`src/rtl/ibus_lane_receiver_pkg.sv`:
```
// Shared types for the two-lane iBus receiver.
// Lane FSM states, lane index type and frame length helper.
package ibus_rx_pkg;

  typedef enum logic [2:0] {
    IDLE,
    DATA,
    PARITY,
    STOP,
    BREAK
  } lane_state_e;

  typedef logic [0:0] lane_t;

  function automatic int frame_bits(input int data_w);
    return data_w + 3;
  endfunction

  localparam int DATA_W_DEF = 8;
  localparam int FRAME_BITS = frame_bits(DATA_W_DEF);

endpackage

```
`src/rtl/ibus_lane_receiver_if.sv`:
```
// Merged word stream leaving the receiver.
// master drives data/lane/valid, slave returns ready.
interface ibus_lane_receiver_if #(
  parameter int DATA_W = 8
);
  import ibus_rx_pkg::*;

  logic [DATA_W-1:0] m_data;
  lane_t             m_lane;
  logic              m_valid;
  logic              m_ready;

  modport master (
    output m_data,
    output m_lane,
    output m_valid,
    input  m_ready
  );

  modport slave (
    input  m_data,
    input  m_lane,
    input  m_valid,
    output m_ready
  );

endinterface

```
`src/rtl/ibus_lane_deser.sv`:
```
// One-lane frame deserialiser: start, LSB-first data,
// even parity, stop; result pulses one cycle after stop.
module ibus_lane_deser
  import ibus_rx_pkg::*;
#(
  parameter int DATA_W = 8
) (
  input  logic              clk,
  input  logic              rst,
  input  logic              rx,
  output logic [DATA_W-1:0] word,
  output logic              word_good,
  output logic              parity_err,
  output logic              frame_err
);

  localparam int CW = $clog2(frame_bits(DATA_W));
  localparam logic [CW-1:0] LAST = CW'(DATA_W - 1);

  lane_state_e       state_q, state_d;
  logic [CW-1:0]     cnt_q;
  logic [DATA_W-1:0] sr_q;
  logic              par_ok_q;

  assign word = sr_q;

  always_comb begin
    state_d = state_q;
    unique case (state_q)
      IDLE:    if (!rx) state_d = DATA;
      DATA:    if (cnt_q == LAST) state_d = PARITY;
      PARITY:  state_d = STOP;
      STOP:    state_d = rx ? IDLE : BREAK;
      BREAK:   if (rx) state_d = IDLE;
      default: state_d = IDLE;
    endcase
  end

  always_ff @(posedge clk) begin
    if (rst) begin
      state_q    <= IDLE;
      cnt_q      <= '0;
      sr_q       <= '0;
      par_ok_q   <= 1'b0;
      word_good  <= 1'b0;
      parity_err <= 1'b0;
      frame_err  <= 1'b0;
    end else begin
      state_q    <= state_d;
      word_good  <= 1'b0;
      parity_err <= 1'b0;
      frame_err  <= 1'b0;
      unique case (state_q)
        IDLE: cnt_q <= '0;
        DATA: begin
          sr_q  <= {rx, sr_q[DATA_W-1:1]};
          cnt_q <= cnt_q + 1'b1;
        end
        PARITY: par_ok_q <= ~(^sr_q ^ rx);
        // A bad stop bit wins over a parity mismatch
        STOP: begin
          if (rx) begin
            word_good  <= par_ok_q;
            parity_err <= ~par_ok_q;
          end else begin
            frame_err  <= 1'b1;
          end
        end
        default: ;
      endcase
    end
  end

endmodule

```
`src/rtl/ibus_lane_receiver.sv`:
```
// Two-lane iBus receiver: per-lane hold registers,
// round-robin merge onto one stream, error counting.
module ibus_lane_receiver
  import ibus_rx_pkg::*;
#(
  parameter int DATA_W = 8,
  parameter int CNT_W  = 8
) (
  input  logic                 clk,
  input  logic                 rst,
  input  logic [0:1]           ibus,
  ibus_lane_receiver_if.master m,
  output logic [0:1]           parity_err,
  output logic [0:1]           frame_err,
  output logic [0:1]           overrun,
  output logic [CNT_W-1:0]     err_cnt
);

  localparam logic [CNT_W-1:0] CNT_MAX = '1;

  logic [DATA_W-1:0] word [2];
  logic [1:0]        good;
  logic [DATA_W-1:0] hold_data [2];
  logic [1:0]        hold_v;
  logic [1:0]        drain;
  lane_t             grant;
  lane_t             rr_q;
  lane_t             lock_lane_q;
  logic              lock_q;
  logic              accept;
  logic [CNT_W:0]    err_sum;

  for (genvar g = 0; g < 2; g++) begin : g_lane
    ibus_lane_deser #(
      .DATA_W(DATA_W)
    ) u_deser (
      .clk       (clk),
      .rst       (rst),
      .rx        (ibus[g]),
      .word      (word[g]),
      .word_good (good[g]),
      .parity_err(parity_err[g]),
      .frame_err (frame_err[g])
    );
  end

  // A stalled grant stays put even if the other lane fills
  always_comb begin
    grant = 1'b0;
    if (lock_q) grant = lock_lane_q;
    else if (&hold_v) grant = rr_q;
    else if (hold_v[1]) grant = 1'b1;
  end

  assign m.m_valid = |hold_v;
  assign m.m_data  = hold_data[grant];
  assign m.m_lane  = grant;
  assign accept    = m.m_valid & m.m_ready;
  assign drain[0]  = accept & (grant == 1'b0);
  assign drain[1]  = accept & (grant == 1'b1);

  always_ff @(posedge clk) begin
    if (rst) begin
      hold_v      <= '0;
      hold_data   <= '{default: '0};
      overrun     <= '0;
      rr_q        <= 1'b0;
      lock_q      <= 1'b0;
      lock_lane_q <= 1'b0;
    end else begin
      for (int i = 0; i < 2; i++) begin
        overrun[i] <= 1'b0;
        if (drain[i]) hold_v[i] <= 1'b0;
        if (good[i]) begin
          if (hold_v[i] && !drain[i]) begin
            overrun[i] <= 1'b1;
          end else begin
            hold_v[i]    <= 1'b1;
            hold_data[i] <= word[i];
          end
        end
      end
      if (accept && (&hold_v)) rr_q <= ~grant;
      lock_q      <= m.m_valid & ~m.m_ready;
      lock_lane_q <= grant;
    end
  end

  always_comb begin
    err_sum = {1'b0, err_cnt}
            + (CNT_W+1)'($countones({parity_err, frame_err, overrun}));
  end

  always_ff @(posedge clk) begin
    if (rst) err_cnt <= '0;
    else     err_cnt <= err_sum[CNT_W] ? CNT_MAX : err_sum[CNT_W-1:0];
  end

endmodule

```
`src/flat_wrapper.sv`:
```
// flat-port wrapper written by rule: the top's interface ports become plain ports
module ibus_lane_receiver_flat import ibus_rx_pkg::*;
#(
  parameter int DATA_W = 8,
  parameter int CNT_W  = 8
)
  (clk, rst, ibus, parity_err, frame_err, overrun, err_cnt, m_m_data, m_m_lane, m_m_valid, m_m_ready);
  ibus_lane_receiver_if #(.DATA_W(DATA_W)) m_i ();
  input  logic clk;
  input  logic rst;
  input  logic [0:1] ibus;
  output logic [0:1] parity_err;
  output logic [0:1] frame_err;
  output logic [0:1] overrun;
  output logic [CNT_W-1:0] err_cnt;
  output wire logic [$bits(m_i.m_data)-1:0] m_m_data;
  output wire logic [$bits(m_i.m_lane)-1:0] m_m_lane;
  output wire logic [$bits(m_i.m_valid)-1:0] m_m_valid;
  input wire logic [$bits(m_i.m_ready)-1:0] m_m_ready;
  assign m_m_data = m_i.m_data;
  assign m_m_lane = m_i.m_lane;
  assign m_m_valid = m_i.m_valid;
  assign m_i.m_ready = m_m_ready;
  ibus_lane_receiver #(.DATA_W(DATA_W), .CNT_W(CNT_W)) u_core (.clk(clk), .rst(rst), .ibus(ibus), .m(m_i), .parity_err(parity_err), .frame_err(frame_err), .overrun(overrun), .err_cnt(err_cnt));
endmodule
```
`config.mk`:
```
export PLATFORM = sky130hd
export DESIGN_NAME = ibus_lane_receiver_flat
export DESIGN_NICKNAME = d
export VERILOG_FILES = /design/src/rtl/ibus_lane_receiver_pkg.sv /design/src/rtl/ibus_lane_receiver_if.sv /design/src/rtl/ibus_lane_deser.sv /design/src/rtl/ibus_lane_receiver.sv /design/src/flat_wrapper.sv
export SDC_FILE = /design/constraint.sdc
export NUM_CORES = 1
export LEC_CHECK = 0
export ABC_AREA = 1
export CORE_MARGIN = 1
export CORE_UTILIZATION = 30
export DETAILED_ROUTE_END_ITERATION = 8
export SLEW_MARGIN = 20
export SYNTH_ARGS = -nofsm -noshare
export SYNTH_HDL_FRONTEND = slang
export SYNTH_SLANG_ARGS = --single-unit
```
`constraint.sdc`:
```
create_clock -name clk -period 3.4 [get_ports clk]
set_clock_uncertainty 0.1 [all_clocks]
set_input_delay 0.68 -clock clk [delete_from_list [all_inputs] [get_ports clk]]
set_output_delay 0.68 -clock clk [all_outputs]
set_load 0.1 [all_outputs]
```
==> qor.yml, run 1 <==
status: "finished clean"
setup_viol: 0
fp.dieH_um: 105
drive_gt1_share_pct: 10.7
wl_mm: 6.42
mostFrequentLayoutCells: "99 x nand2_1, 67 x dfxtp_1, 56 x inv_1"
slew_headroom_pct: 44.5
maxCapViolations: 0
peakVddDrop_uv: 157
max_freq_mhz: 347
dpl.hpwl_mm: 4.64
synth_nets: 457
antenna_found_initial: 0
routedWlPerCell_um: 10.6
ant_nets: 0
syn_to_final_growth_pct: 16.6
hold_depth: 1
comb_power_share_pct: 15.9
min_path_type: "reg -> reg"
cts_setup_buffers: 0
fillCellCount: 1069
hold_end: "u_core.g_lane[1].u_deser.parity_err"
intPower_mw: 1.36
postCtsHoldBufs: 0
ys.warnings.count: 0
nets: 481
clk_pin_slew_ns: 0.08
p_leak_nw: 1.65
finalCritPeriodShare_pct: 84.7
rsz0062_at_grt: "false"
synth-seq-cells: 69
worstHoldStart: "u_core.g_lane[1].u_deser.par_ok_q"
htreeDepth: 3
port_buffers: 28
r2r_end: "u_core.err_cnt[5]"
num_rows: 37
required_ns: 3.52
netlist_area_um2: 3190
grt_pass1_vias: 2569
final.min_clock_period_ns: 2.88
crit_chain: "ha_1 -> inv_1 -> fa_1 -> inv_1 -> fa_1 -> ha_1 -> fa_1 -> a21o_1 -> nand2_1 -> xor2_1 -> a21oi_1"
maxSlewViolCount: 0
p_clk_share_pct: 36.8
top_usage_layer: "met2"
grt_pass1_wl_mm: 11.2
io_pins: 29
use_met1_pct: 15.6
die_area_um2: 11000
layout_commonest_cell: "nand2_1"
die_w_um: 105
netSwitchingFraction_pct: 28.7
synth_cell_types: 33
drt_pass1_iterations: 5
drc: 0
yosysSeqAreaShare_pct: 43.3
post_cts_resized: 0
via_count: 2733
gr-usage-met3_pct: 2.99
diodes: 0
setup-tns-final_ns: 0
p_per_area_nw_per_um2: 513
initial_core_util_pct: 30.9
grt_max_degree: 32
avgSynthCellArea_um2: 7.28
cts_buffer_depth: 2
post_drt_via_cell_ratio: 4.53
reg2reg_slack_ns: 0.52
crit_top_cell: "fa_1"
place_congestion: 0.734
pwr-share-seq_pct: 47.3
critical_path.max_fanout: 2
clock-sinks: 69
grt_usage_pct: 12.5
critical_path.max_stage_delay_ns: 0.41
arrival_ns: 3.00
hold_violations: 0
endpoint_kind: "register"
cts_root_buf: "clkbuf_8"
insertion_delay_ns: 0.34
rr_worst_depth: 11
drtIter0Drc: 143
use_met2_pct: 20.5
rr_startpoint: "u_core.overrun[1]"
tightest_slew_ns: 0.831
core-area_um2: 10300
final_util_pct: 36.0
cts_made_buffers: 9
grt_remaining_overflow: 0
netlist_instances: 438
tritoncts: "built"
worst_path_max_delay_cell: "fa_1"
p_sw_uw: 547
crit_type: "reg -> reg"
worstSetupStartpointType: "register"
## cells in the mapped netlist, drive strengths merged
cell type  instances  area (um2)
clkbuf             6        22.5
nand4              2        12.5
a211oi             1        7.51
o21ai             32         171
nand2            101         389
nand3             28         145
fa                 4        80.1
clkinv             1        3.75
o211ai             1        7.51
xor2               3        26.3
o21a               1        7.51
buf               12        73.8
dfxtp             69        1380
o2111ai            1        8.76
ha                10         125
a21o               1        7.51
a31oi              1        6.26
nor2              46         173
xnor2              3        26.3
nor3               7        40.0
inv               57         214
a21oi             50         250
o31ai              1        7.51
## cell families after synthesis
logic type	Yosys count	synth area share, %
AOI/OAI and AO/OA	89	14.9
xor gates and xnor gates	6	1.65
adders and majority gates	14	6.44
buffers and inverters	76	9.85
DFF	69	43.3
and+or+nand+nor	184	23.8
## sequential cells by signal, indices dropped and copies added (netlist names), 2 cells and up
name and flops:
u_core.g_lane.u_deser.par_ok_q 2, u_core.overrun 2, u_core.g_lane.u_deser.word_good 2, u_core.err_cnt 8
u_core.g_lane.u_deser.frame_err 2, u_core.hold_v 2, u_core.g_lane.u_deser.state_q 6, u_core.g_lane.u_deser.parity_err 2
u_core.g_lane.u_deser.word 16, u_core.hold_data 16, u_core.g_lane.u_deser.cnt_q 8
## power groups by stage
stage	Sequential, mW	Combinational, mW	Clock (mW)
2_1_floorplan	0.914	0.239	0
3_3_place_gp	0.916	0.294	0
3_5_place_dp	0.919	0.302	0
4_1_cts	0.900	0.304	0.723
5_1_grt	0.909	0.353	0.761
6_report	0.902	0.303	0.701
## per-layer routing
| metal | part of all wire (%) | wire (um) |
|---|---|---|
| met5 | 0 | 0 |
| met4 | 0.90 | 58 |
| met3 | 3.6 | 228 |
| met2 | 46 | 2970 |
| met1 | 49 | 3170 |
## critical path: cells and delay by family, from the launching register on
| kind | cells | cell delay [ns] |
|---|---|---|
| AO/OA/AOI/OAI | 2 | 0.28 |
| XOR/XNOR | 1 | 0.15 |
| buffers and inverters | 2 | 0.12 |
| adder cells (fa/ha/maj) | 5 | 1.73 |
| AND/OR/NAND/NOR | 1 | 0.07 |
| flip-flops | 1 | 0.32 |
## per-stage QoR
stage,cells,total power [mW],setup WS [ns],area [um2],hold slack (ns)
3_5_place_dp,587,1.22,0.510,3510,0.327
3_3_place_gp,587,1.21,0.540,3510,0.331
2_1_floorplan,438,1.15,0.257,3190,0.308
6_report,603,1.91,0.520,3720,0.345
4_1_cts,603,1.93,0.507,3720,0.342
5_1_grt,603,2.02,0.359,3720,0.359
## area by class of cell
type,count,area (um2),area share [%]
Clock buffer,13,169,4.54
Inverter,58,218,5.86
Clock inverter,3,42.5,1.14
Tap cell,136,170,4.58
Multi-Input combinational cell,293,1490,40.1
Timing Repair Buffer,31,243,6.53
Sequential cell,69,1380,37.2
## worst max path at each step
stage / startpoint / to / slack [ns] / cells after the start
4_1_cts: u_core.overrun[1] / u_core.err_cnt[7] / 0.51 / 11
2_1_floorplan: u_core.overrun[0] / u_core.err_cnt[7] / 0.26 / 9
6_report: u_core.overrun[1] / u_core.err_cnt[5] / 0.52 / 11
3_3_place_gp: u_core.overrun[1] / u_core.err_cnt[7] / 0.54 / 9
3_5_place_dp: u_core.overrun[1] / u_core.err_cnt[7] / 0.51 / 9
5_1_grt: u_core.overrun[1] / u_core.err_cnt[5] / 0.36 / 9
Note: power is estimated with default switching activity, not from simulation.
==> run 2: changes to the inputs <==
- clock period: 3.4 -> 2.64 ns (I/O delays scaled with it)
==> qor.yml, run 2 (synthesis results as in run 1) <==
die_area_um2: 11000
drtIter0Drc: 163
endpoint_kind: "register"
critPathTopFamily: "adder cells"
hold_violations: 0
crit_type: "reg -> reg"
post_drt_via_cell_ratio: 4.49
layout_commonest_cell: "nand2_1"
dpl.hpwl_mm: 4.67
p_leak_nw: 1.72
io_pins: 29
comb_power_share_pct: 16.3
insertion_delay_ns: 0.34
wl_mm: 6.55
intPower_mw: 1.75
grt_pass1_vias: 2536
clk_pin_slew_ns: 0.07
grt_remaining_overflow: 0
nets: 492
arrival_ns: 2.86
postCtsHoldBufs: 0
diodes: 0
p_sw_uw: 710
die_w_um: 105
maxSlewViolCount: 0
antenna_found_initial: 0
worstHoldStart: "u_core.g_lane[1].u_deser.par_ok_q"
critical_path.max_stage_delay_ns: 0.58
cts_root_buf: "clkbuf_8"
setup-tns-final_ns: -0.243
htreeDepth: 3
tightest_slew_ns: 0.554
drive_gt1_share_pct: 16.7
critical_path.max_fanout: 2
mostFrequentLayoutCells: "97 x nand2_1, 64 x dfxtp_1, 52 x inv_1"
peakVddDrop_uv: 221
crit_top_cell: "fa_1"
final.min_clock_period_ns: 2.73
via_count: 2759
violations: "setup timing"
crit_chain: "ha_4 -> fa_1 -> fa_1 -> ha_2 -> fa_2 -> a21o_1 -> nand2_1 -> xor2_1 -> a21oi_1"
num_rows: 37
netSwitchingFraction_pct: 28.8
placed_area_um2: 3680
cts_made_buffers: 9
min_path_type: "reg -> reg"
routedWlPerCell_um: 10.7
max_freq_mhz: 366
setup_ws_ns: -0.0917
fillCellCount: 1065
tritoncts: "built"
final_area_um2: 3970
total_power_mw: 2.46
p_clk_share_pct: 36.6
required_ns: 2.77
grt_pass1_wl_mm: 11.5
critical_path.n_buffers_inverters: 0
critPathLaunch: "u_core.overrun[1]"
pwr-share-seq_pct: 47.1
rsz0062_at_grt: "true"
core-area_um2: 10300
drc: 0
worst_path_max_delay_cell: "fa_1"
finalCritPeriodShare_pct: 103
cts_buffer_depth: 2
syn_to_final_growth_pct: 24.5
rr_startpoint: "u_core.overrun[1]"
status: "finished, violations left"
initial_core_util_pct: 30.9
maxCapViolations: 0
grt_max_degree: 30
worstSetupStartpointType: "register"
slew_headroom_pct: 63.0
fp.dieH_um: 105
clock-sinks: 69
place_congestion: 0.726
drt_pass1_iterations: 4
setup_viol: 3
port_buffers: 28
ant_nets: 0
grt_usage_pct: 12.9
p_per_area_nw_per_um2: 620
[run 2: cell count changes in the layout (fill, tap and decap cells not counted), moves of 4 or more]
| cell | delta |
|---|---|
| buf_12 | +8 |
| inv_2 | +4 |
| inv_1 | -4 |
| ha_1 | -4 |
[run 2: worst paths after layout]
check	end	slack (ns)	depth (start not counted)
worst min register to register	u_core.g_lane[1].u_deser.parity_err	0.35	1
worst max-delay path	u_core.err_cnt[5]	-0.09	9
worst min-delay path	u_core.g_lane[1].u_deser.parity_err	0.35	1
worst max register to register	u_core.err_cnt[5]	-0.09	9
[run 2: layer usage]
metal / routed length, um / global-route usage (%) / share of wire, %
met4: 111 / 4.53 / 1.7
met2: 3100 / 21.1 / 47
met5: 0 / 0 / 0
met1: 3150 / 16.2 / 48
met3: 186 / 3.74 / 2.8
[run 2: through the flow]
| stage | util [%] | setup slack (ns) | hold slack [ns] | instances |
|---|---|---|---|---|
| finish | 38.4 | -0.0917 | 0.346 | 614 |
| floorplan | - | -0.181 | 0.308 | 438 |
| global placement | 35.7 | -0.0883 | 0.330 | 594 |
| detailed placement | 35.7 | -0.158 | 0.331 | 594 |
| CTS | 37.8 | -0.101 | 0.346 | 611 |
| global route | 38.4 | -0.172 | 0.376 | 614 |
[run 2: final cells by class]
class,count,area [um2],area share [%]
Clock buffer,13,169,4.26
Clock inverter,3,42.5,1.07
Tap cell,136,170,4.29
Multi-Input combinational cell,293,1540,38.8
Inverter,58,218,5.49
Timing Repair Buffer,42,437,11.0
Sequential cell,69,1390,35.1
[run 2: what timing repair did]
| item | 4_1_cts | 5_1_grt |
|---|---|---|
| pin swaps | 4 | 4 |
| gates resized for setup | 1 | 15 |
| endpoints found under the setup margin | 2 | 8 |
| setup buffers | 1 | 3 |
| endpoints found under the hold margin | 0 | 0 |
[run 2: worst register-to-register path: stages, from the launching register on]
cell and delay (ns):
dfxtp_4 0.35, ha_4 0.16, fa_1 0.58, fa_1 0.43, ha_2 0.21, fa_2 0.34, a21o_1 0.18, nand2_1 0.07
xor2_1 0.14, a21oi_1 0.07
[run 2: power by group through the flow]
stage	sequential, mW	clock, mW	combinational (mW)
floorplan	1.17	0	0.308
global placement	1.18	0	0.389
detailed placement	1.18	0	0.397
CTS	1.16	0.927	0.401
finish	1.16	0.901	0.402
global route	1.17	0.980	0.469
==> run 3: changes to the inputs <==
- MAX_ROUTING_LAYER: unset -> met4
- SLEW_MARGIN: 20 -> unset
==> qor.yml, run 3 (synthesis results as in run 1) <==
tightest_slew_ns: 0.557
syn_to_final_growth_pct: 24.5
setup_viol: 3
wl_mm: 6.54
crit_type: "reg -> reg"
max_freq_mhz: 366
ant_nets: 0
grt_usage_pct: 13.3
peakVddDrop_uv: 221
violations: "setup timing"
mostFrequentLayoutCells: "97 x nand2_1, 64 x dfxtp_1, 52 x inv_1"
port_buffers: 28
maxCapViolations: 0
routedWlPerCell_um: 10.6
slew_headroom_pct: 62.8
fp.dieH_um: 105
place_ws_ns: -0.158
diodes: 0
p_per_area_nw_per_um2: 620
place_congestion: 0.734
grt_pass1_wl_mm: 11.5
total_power_mw: 2.46
final_area_um2: 3970
cts_buffer_depth: 2
grt_remaining_overflow: 0
p_leak_nw: 1.72
arrival_ns: 2.86
placed_area_um2: 3680
finalCritPeriodShare_pct: 103
io_pins: 29
clock-sinks: 69
grt_pass1_vias: 2539
setup_ws_ns: -0.0916
status: "finished, violations left"
cts_root_buf: "clkbuf_8"
dpl.hpwl_mm: 4.67
num_rows: 37
clk_pin_slew_ns: 0.07
tritoncts: "built"
drive_gt1_share_pct: 16.7
drt_pass1_iterations: 4
initial_core_util_pct: 30.9
cts_made_buffers: 9
layout_commonest_cell: "nand2_1"
required_ns: 2.76
hold_violations: 0
min_path_type: "reg -> reg"
die_w_um: 105
core-area_um2: 10300
worstSetupStartpointType: "register"
rsz0062_at_grt: "true"
grt_max_degree: 30
nets: 492
endpoint_kind: "register"
insertion_delay_ns: 0.34
drtIter0Drc: 147
critical_path.max_fanout: 2
post_drt_via_cell_ratio: 4.51
htreeDepth: 3
drc: 0
final_util_pct: 38.4
worst_hold_slack_ns: 0.345
final.min_clock_period_ns: 2.73
via_count: 2771
maxSlewViolCount: 0
die_area_um2: 11000
antenna_found_initial: 0
run 3: final timing paths:
kind                                      from                            endpoint  slack [ns]  cells past startpoint
min          u_core.g_lane[0].u_deser.par_ok_q  u_core.g_lane[0].u_deser.word_good        0.35                      2
max reg2reg                  u_core.overrun[1]                   u_core.err_cnt[5]       -0.09                      9
min reg2reg  u_core.g_lane[0].u_deser.par_ok_q  u_core.g_lane[0].u_deser.word_good        0.35                      2
max                          u_core.overrun[1]                   u_core.err_cnt[5]       -0.09                      9
run 3: layout make-up:
cell class	instances	area, um2
Fill cell	1065	6350
Multi-Input combinational cell	293	1540
Sequential cell	69	1390
Timing Repair Buffer	42	437
Inverter	58	218
Tap cell	136	170
Clock buffer	13	169
Clock inverter	3	42.5
run 3: metrics by stage:
stage | cells | setup TNS (ns)
CTS | 611 | -0.198
global route | 614 | -0.654
global placement | 594 | -0.168
finish | 614 | -0.243
detailed placement | 594 | -0.309
floorplan | 438 | -0.334
run 3: worst max-delay path, stage by stage, from the launching register on:
cell     delay [ns]
dfxtp_4        0.35
ha_4           0.16
fa_1           0.58
fa_1           0.43
ha_2           0.21
fa_2           0.34
a21o_1         0.18
nand2_1        0.07
xor2_1         0.14
a21oi_1        0.07
run 3: report_power, final:
part,internal [mW],switching [mW]
Combinational,0.135,0.267
Clock,0.513,0.388
Sequential,1.10,0.0546
run 3: per-layer routing:
layer	vias up	global-route usage [%]	wire length, um
met5	-	-	0
met2	42	21.2	3080
met4	0	5.43	131
met1	1244	16.2	3140
met3	13	2.99	190
li1	1472	-	-
run 3: what timing repair did:
action	CTS	global route
pin swaps	4	4
setup buffers	1	3
resized for setup	1	15
hold buffers	0	0
setup endpoints to repair	2	8
